`src/rtl/alu_seq.sv`:
```
// Wide-operand sequencer driving an 8-bit combinational ALU one byte per cycle.
// Latency: accepted start to done = NBYTES+1 cycles; unsupported op = 1 cycle.
// Backpressure: none; start is sampled only in IDLE and is dropped (not queued) while busy.
module alu_seq #(
  parameter int NBYTES = 4
) (
  input  logic                  clk,
  input  logic                  rst_n,
  input  logic                  start,
  input  logic [3:0]            op,
  input  logic [8*NBYTES-1:0]   a_in,
  input  logic [8*NBYTES-1:0]   b_in,
  input  logic                  cin,
  output logic                  busy,
  output logic                  done,
  output logic                  error,
  output logic [8*NBYTES-1:0]   result,
  output logic                  cout,
  output logic                  zero,
  output logic                  pari,
  output logic [3:0]            alu_cmd,
  output logic [7:0]            alu_inA,
  output logic [7:0]            alu_inB,
  output logic                  alu_sc_i,
  input  logic [7:0]            alu_rslt,
  input  logic                  alu_sc_o
);

  localparam int KW = (NBYTES > 1) ? $clog2(NBYTES) : 1;
  localparam logic [KW-1:0] K_LAST = KW'(NBYTES - 1);
  localparam logic [KW-1:0] K_ONE  = KW'(1);

  localparam logic [3:0] OP_ADD  = 4'b0000;
  localparam logic [3:0] OP_LSH  = 4'b0001;
  localparam logic [3:0] OP_RSH  = 4'b0010;
  localparam logic [3:0] OP_ADDI = 4'b0111;
  localparam logic [3:0] OP_NOP  = 4'b1111;

  typedef enum logic [1:0] {
    S_IDLE = 2'd0,
    S_RUN  = 2'd1,
    S_DONE = 2'd2
  } state_t;

  // Supported commands: every code with the MSB clear, plus NOP.
  function automatic logic op_supported(input logic [3:0] o);
    return (o[3] == 1'b0) || (o == OP_NOP);
  endfunction

  // Commands whose carry/shift bit ripples from one byte into the next.
  function automatic logic op_chained(input logic [3:0] o);
    return (o == OP_ADD) || (o == OP_ADDI) || (o == OP_LSH) || (o == OP_RSH);
  endfunction

  state_t                   state_q, state_d;
  logic [3:0]               op_q, op_d;
  logic [NBYTES-1:0][7:0]   a_q, a_d;
  logic [NBYTES-1:0][7:0]   b_q, b_d;
  logic [NBYTES-1:0][7:0]   result_q, result_d;
  logic [KW-1:0]            k_q, k_d;
  logic [KW-1:0]            cnt_q, cnt_d;
  logic                     sc_q, sc_d;
  logic                     cout_q, cout_d;
  logic                     err_q, err_d;

  // Next-state logic: accept requests in IDLE, walk the bytes in RUN, pulse in DONE.
  always_comb begin
    state_d  = state_q;
    op_d     = op_q;
    a_d      = a_q;
    b_d      = b_q;
    result_d = result_q;
    k_d      = k_q;
    cnt_d    = cnt_q;
    sc_d     = sc_q;
    cout_d   = cout_q;
    err_d    = err_q;

    unique case (state_q)
      S_IDLE: begin
        if (start) begin
          result_d = '0;
          cout_d   = 1'b0;
          if (op_supported(op)) begin
            op_d    = op;
            a_d     = a_in;
            b_d     = b_in;
            sc_d    = cin;
            cnt_d   = '0;
            k_d     = (op == OP_RSH) ? K_LAST : '0;
            err_d   = 1'b0;
            state_d = S_RUN;
          end else begin
            err_d   = 1'b1;
            state_d = S_DONE;
          end
        end
      end

      S_RUN: begin
        // The ALU is combinational, so this edge captures the byte issued this cycle.
        result_d[k_q] = alu_rslt;
        sc_d          = alu_sc_o;
        cnt_d         = cnt_q + K_ONE;
        k_d           = (op_q == OP_RSH) ? (k_q - K_ONE) : (k_q + K_ONE);
        if (cnt_q == K_LAST) begin
          cout_d  = op_chained(op_q) ? alu_sc_o : 1'b0;
          state_d = S_DONE;
        end
      end

      S_DONE: begin
        err_d   = 1'b0;
        state_d = S_IDLE;
      end

      default: begin
        state_d = S_IDLE;
      end
    endcase
  end

  // State and datapath registers; reset aborts any request in flight.
  always_ff @(posedge clk or negedge rst_n) begin
    if (!rst_n) begin
      state_q  <= S_IDLE;
      op_q     <= 4'b0000;
      a_q      <= '0;
      b_q      <= '0;
      result_q <= '0;
      k_q      <= '0;
      cnt_q    <= '0;
      sc_q     <= 1'b0;
      cout_q   <= 1'b0;
      err_q    <= 1'b0;
    end else begin
      state_q  <= state_d;
      op_q     <= op_d;
      a_q      <= a_d;
      b_q      <= b_d;
      result_q <= result_d;
      k_q      <= k_d;
      cnt_q    <= cnt_d;
      sc_q     <= sc_d;
      cout_q   <= cout_d;
      err_q    <= err_d;
    end
  end

  // Byte ALU drive: idle pattern outside RUN, selected operand bytes during RUN.
  always_comb begin
    alu_cmd  = 4'b1111;
    alu_inA  = 8'h00;
    alu_inB  = 8'h00;
    alu_sc_i = 1'b0;
    if (state_q == S_RUN) begin
      alu_cmd  = op_q;
      alu_inA  = a_q[k_q];
      alu_inB  = b_q[k_q];
      alu_sc_i = op_chained(op_q) ? sc_q : 1'b0;
    end
  end

  assign busy   = (state_q != S_IDLE);
  assign done   = (state_q == S_DONE);
  assign error  = done & err_q;
  assign result = result_q;
  assign cout   = cout_q;
  // Flags follow the held result, so they stay valid until the next accepted start.
  assign zero   = ~|result_q;
  assign pari   = ^result_q;

endmodule
```
`config.mk`:
```
export PLATFORM = sky130hd
export DESIGN_NAME = alu_seq
export DESIGN_NICKNAME = d
export VERILOG_FILES = /design/src/rtl/alu_seq.sv
export SDC_FILE = /design/constraint.sdc
export NUM_CORES = 1
export LEC_CHECK = 0
export ABC_AREA = 0
export CORE_MARGIN = 2
export CORE_UTILIZATION = 44
export DETAILED_ROUTE_END_ITERATION = 12
export PLACE_DENSITY_LB_ADDON = 0.12
export SLEW_MARGIN = 30
export SYNTH_ARGS = -nofsm -noshare
export SYNTH_HDL_FRONTEND = slang
export SYNTH_SLANG_ARGS = --single-unit
```
`constraint.sdc`:
```
create_clock -name clk -period 1.55 [get_ports clk]
set_input_delay 0.31 -clock clk [delete_from_list [all_inputs] [get_ports clk]]
set_output_delay 0.31 -clock clk [all_outputs]
set_load 0.005 [all_outputs]
```
==> flow_results.xml <==
<?xml version="1.0" encoding="UTF-8"?>
<metrics>
  <group name="yosys">
    <metric name="synthDistinctLibCells" unit="">42</metric>
    <metric name="synthesis.area" unit="mm^2">0.00536</metric>
    <metric name="synth.top_cells.by_area" unit="">dfrtp_1 (51%), mux2_2 (13%), mux4_2 (6.7%), nand2_1 (4.8%), ha_1 (4.0%)</metric>
    <metric name="synth_seq_area_share" unit="">0.509</metric>
    <metric name="synth-warning-count" unit="">0</metric>
    <metric name="netlist.top_cell.by_area" unit="">dfrtp_1</metric>
    <metric name="synth-compound-area-share" unit="">0.0507</metric>
    <metric name="synth_top_family_by_area" unit="">multiplexers</metric>
    <metric name="synth.top_cell.area_share" unit="">0.509</metric>
    <metric name="post_synth_mux_area_share" unit="">0.214</metric>
    <metric name="dominantRegCellSynth" unit="">dfrtp_1</metric>
    <metric name="post_synth_xor_area_fraction" unit="">0.0261</metric>
    <metric name="netlist_instances" unit="">452</metric>
    <metric name="synth_edf_count" unit="">0</metric>
    <metric name="synth_async_sr_flop_share" unit="">1.00</metric>
    <metric name="number_of_flip_flops_and_latches_in_the_synthesized_netlist" unit="">109</metric>
    <metric name="syn_area_per_cell" unit="um^2">11.9</metric>
    <metric name="yosys.area_share.simple" unit="">0.109</metric>
    <metric name="synth_fp_nets" unit="">550</metric>
    <metric name="synth_adder_area_share" unit="">0.0397</metric>
  </group>
  <group name="die">
    <metric name="die_height" unit="um">114</metric>
    <metric name="floorplan.die_area" unit="mm^2">0.0131</metric>
    <metric name="core.rowCount" unit="">40</metric>
    <metric name="initial_cell_density_of_the_core" unit="">0.448</metric>
    <metric name="dieWidth" unit="um">114</metric>
    <metric name="top_level_ports" unit="">140</metric>
    <metric name="coreArea" unit="mm^2">0.0120</metric>
  </group>
  <group name="min_path">
    <metric name="timing.hold.worst.class" unit="">input port to async pin</metric>
  </group>
  <group name="power_and_ir_drop">
    <metric name="share_clk_of_total_power" unit="">0.098</metric>
    <metric name="power.combinational.fraction" unit="">0.667</metric>
    <metric name="ir_drop" unit="V">0.00155</metric>
    <metric name="sw_frac_of_total" unit="">0.340</metric>
    <metric name="part_of_the_total_power_dissipated_in_sequential_elements" unit="">0.235</metric>
    <metric name="p_int" unit="mW">14.4</metric>
    <metric name="p_switching" unit="mW">7.44</metric>
    <metric name="power_per_cell_area" unit="mW/mm^2">2380</metric>
    <metric name="p_total" unit="mW">21.9</metric>
    <metric name="power_leakage" unit="nW">4.24</metric>
  </group>
  <group name="status">
    <metric name="failed_checks" unit="">negative setup slack</metric>
    <metric name="run_status" unit="">finished with violations</metric>
  </group>
  <group name="finish">
    <metric name="nets" unit="">808</metric>
    <metric name="layout.cells.most_common_list" unit="">dfrtp_1 (108), clkdlybuf4s50_1 (80), buf_4 (79), nand2_1 (67), mux2_4 (66)</metric>
    <metric name="post-route-cell-area" unit="mm^2">0.00920</metric>
    <metric name="instances_no_fill" unit="">861</metric>
    <metric name="final_layout_size_suffix_gt1_frac" unit="">0.493</metric>
    <metric name="antennaDiodeCount" unit="">0</metric>
    <metric name="layout.cells.most_common" unit="">dfrtp_1</metric>
    <metric name="final.fill_count" unit="">733</metric>
    <metric name="synthToLayoutAreaGrowth" unit="%">71.7</metric>
  </group>
  <group name="global_route">
    <metric name="grt_first_pass_wirelength" unit="um">25100</metric>
    <metric name="number_of_global_route_vias_before_repair" unit="">4843</metric>
    <metric name="grt_overflow" unit="">0</metric>
    <metric name="largest_net_degree_at_the_start_of_global_routing" unit="">51</metric>
    <metric name="total_track_usage" unit="">0.250</metric>
    <metric name="antenna_found_initial" unit="">0</metric>
  </group>
  <group name="clock_tree">
    <metric name="tritoncts" unit="">done</metric>
    <metric name="worst_skew_pair.late_latency" unit="ns">0.35</metric>
    <metric name="clk_transition_reported_paths" unit="ns">0.07</metric>
    <metric name="cts_root_buffer" unit="">clkbuf_16</metric>
    <metric name="inserted_clock_buffers" unit="">9</metric>
    <metric name="clk_path_buf_depth" unit="">2</metric>
    <metric name="htree_levels" unit="">3</metric>
    <metric name="clkSinkCount" unit="">109</metric>
  </group>
  <group name="setup_path">
    <metric name="crit_path_max_fanout" unit="">2</metric>
    <metric name="crit_path_max_incr_delay" unit="ns">0.40</metric>
    <metric name="critical-path-top-cell-by-count" unit="">xnor2_2</metric>
    <metric name="worstPathArrival" unit="ns">1.85</metric>
    <metric name="timing.reg2reg.setup_slack" unit="ns">-0.25</metric>
    <metric name="setup.worst_path.end_class" unit="">output pin</metric>
    <metric name="timing.critical_path.slowest_stage_cell" unit="">dfrtp_1</metric>
    <metric name="worst_ep_required_time" unit="ns">1.24</metric>
    <metric name="timing.setup.critical_path_class" unit="">flip-flop to output pin</metric>
    <metric name="path_cells" unit="">inv_1 -&gt; ha_2 -&gt; xnor2_2 -&gt; xnor2_2 -&gt; xnor2_2 -&gt; xnor2_1 -&gt; buf_2</metric>
    <metric name="sum_of_buffers_and_inverters_on_the_critical_path" unit="">2</metric>
    <metric name="element_type_at_the_critical_path_start" unit="">flip-flop</metric>
    <metric name="crit_family" unit="">XOR/XNOR gates</metric>
  </group>
  <group name="timing">
    <metric name="maxClockFrequency" unit="MHz">463</metric>
    <metric name="finalCritPeriodShare" unit="">1.39</metric>
    <metric name="min_period" unit="ns">2.16</metric>
    <metric name="slew_headroom" unit="">0.770</metric>
    <metric name="setup_viol_count_final" unit="">103</metric>
    <metric name="worst_clock_skew" unit="ns">0.00771</metric>
    <metric name="grt_setup_unrepaired" unit="">yes</metric>
    <metric name="fin_ws" unit="ns">-0.608</metric>
    <metric name="report.final.hold_viol_count" unit="">0</metric>
    <metric name="worstMarginPinSlew" unit="ns">0.335</metric>
    <metric name="final_max_slew_viol_count" unit="">0</metric>
  </group>
  <group name="routing">
    <metric name="post_drt_via_cell_ratio" unit="">5.19</metric>
    <metric name="detailed_route_wire_length_per_cell" unit="um">19.1</metric>
    <metric name="first_iter_violations" unit="">206</metric>
    <metric name="dr.pass1.iters" unit="">4</metric>
    <metric name="drc_errors" unit="">0</metric>
    <metric name="totalWireLength" unit="um">16500</metric>
    <metric name="antenna_viol_nets_final" unit="">0</metric>
    <metric name="total_vias_in_the_final_route" unit="">4465</metric>
  </group>
  <group name="placed_design">
    <metric name="post-dp-hpwl" unit="um">9650</metric>
    <metric name="detailed_place.area" unit="mm^2">0.00740</metric>
    <metric name="dpl.cell_count" unit="">783</metric>
    <metric name="global_placement_routability_congestion" unit="">0.850</metric>
    <metric name="io_buffer_count" unit="">139</metric>
  </group>
  <group name="job">
    <metric name="drv_cap" unit="">0</metric>
  </group>
</metrics>
power groups by stage:
stage / logic, mW / registers, mW / clock network (mW)
detailed placement: 9.90 / 5.06 / 0
global route: 15.6 / 5.31 / 2.30
CTS: 12.5 / 5.04 / 2.17
global placement: 9.83 / 4.98 / 0
floorplan: 5.55 / 4.97 / 0
finish: 14.6 / 5.14 / 2.13
what timing repair did:
action	in CTS	in global routing
resized for setup	302	111
endpoints found under the setup margin	127	140
gates cloned	8	1
hold endpoints to repair	5	0
hold buffers	1	0
setup buffers	45	27
pin swaps	35	38
synthesized netlist by cell type, types with 2 or more instances:
cell type    n
nand2b_1     6
clkbuf_1     6
and2_1      18
o21ai_0     24
o21bai_1     2
nor2_1       3
nand4_1      4
mux4_2      16
xnor2_1     15
nand3b_1     2
nor2b_1      2
dfrtp_1    109
buf_2        8
o21ai_1      2
buf_4        6
mux2i_1      3
mux2_1       7
inv_1       36
a21oi_1      2
mux2_2      60
ha_1        17
nand2_1     69
nor3_2       2
buf_6        3
a211oi_1     3
nand3_1     11
cell families after synthesis:
kind of cell             count (synthesis)
AND/OR/NAND/NOR                        122
adder cells (fa/ha/maj)                 17
flip-flops                             109
XOR/XNOR                                16
multiplexers                            86
AO/OA/AOI/OAI                           43
buffers and inverters                   59
per-layer routing:
| layer | wire length, um | track usage |
|---|---|---|
| met1 | 6590 | 0.313 |
| met2 | 8390 | 0.429 |
| met3 | 929 | 0.0656 |
| met4 | 544 | 0.0740 |
| met5 | 0 | 0 |
state kept, by name (all words and copies together), names as in the netlist:
name,flops
a_q,32
b_q,32
result,32
op_q,4
cnt_q,2
k_q,2
state_q,2
cout,1
err_q,1
sc_q,1
worst paths after layout:
| kind | depth (start not counted) | start | end |
|---|---|---|---|
| min reg2reg | 1 | b_q[24] | b_q[24] |
| max reg2reg | 9 | state_q[1] | a_q[29] |
| max in group asynchronous | 3 | rst_n | k_q[0] |
| max | 7 | result[18] | pari |
| min in group clk | 1 | b_q[24] | b_q[24] |
| min | 2 | rst_n | result[8] |
area by class of cell:
class | instances | area, um^2 | area share
clock inverter | 5 | 35.0 | 0.00381
sequential | 109 | 2730 | 0.296
inverter | 36 | 140 | 0.0152
timing repair buffer | 270 | 2750 | 0.299
tap | 147 | 184 | 0.0200
multi-input combinational | 284 | 3140 | 0.341
clock buffer | 10 | 229 | 0.0249
through the flow:
stage          worst slack [ns]  utilization  hold WS, ns  setup TNS, ns
5_1_grt                  -0.693        0.769        0.335         -28.80
3_3_place_gp             -0.674        0.619        0.155         -39.15
3_5_place_dp             -0.660        0.619        0.156         -41.11
4_1_cts                  -0.613        0.733        0.334         -28.42
2_1_floorplan           -0.0694            -       0.0144         -0.108
6_report                 -0.608        0.769        0.332         -23.25
(Power assumes the default switching activity.)
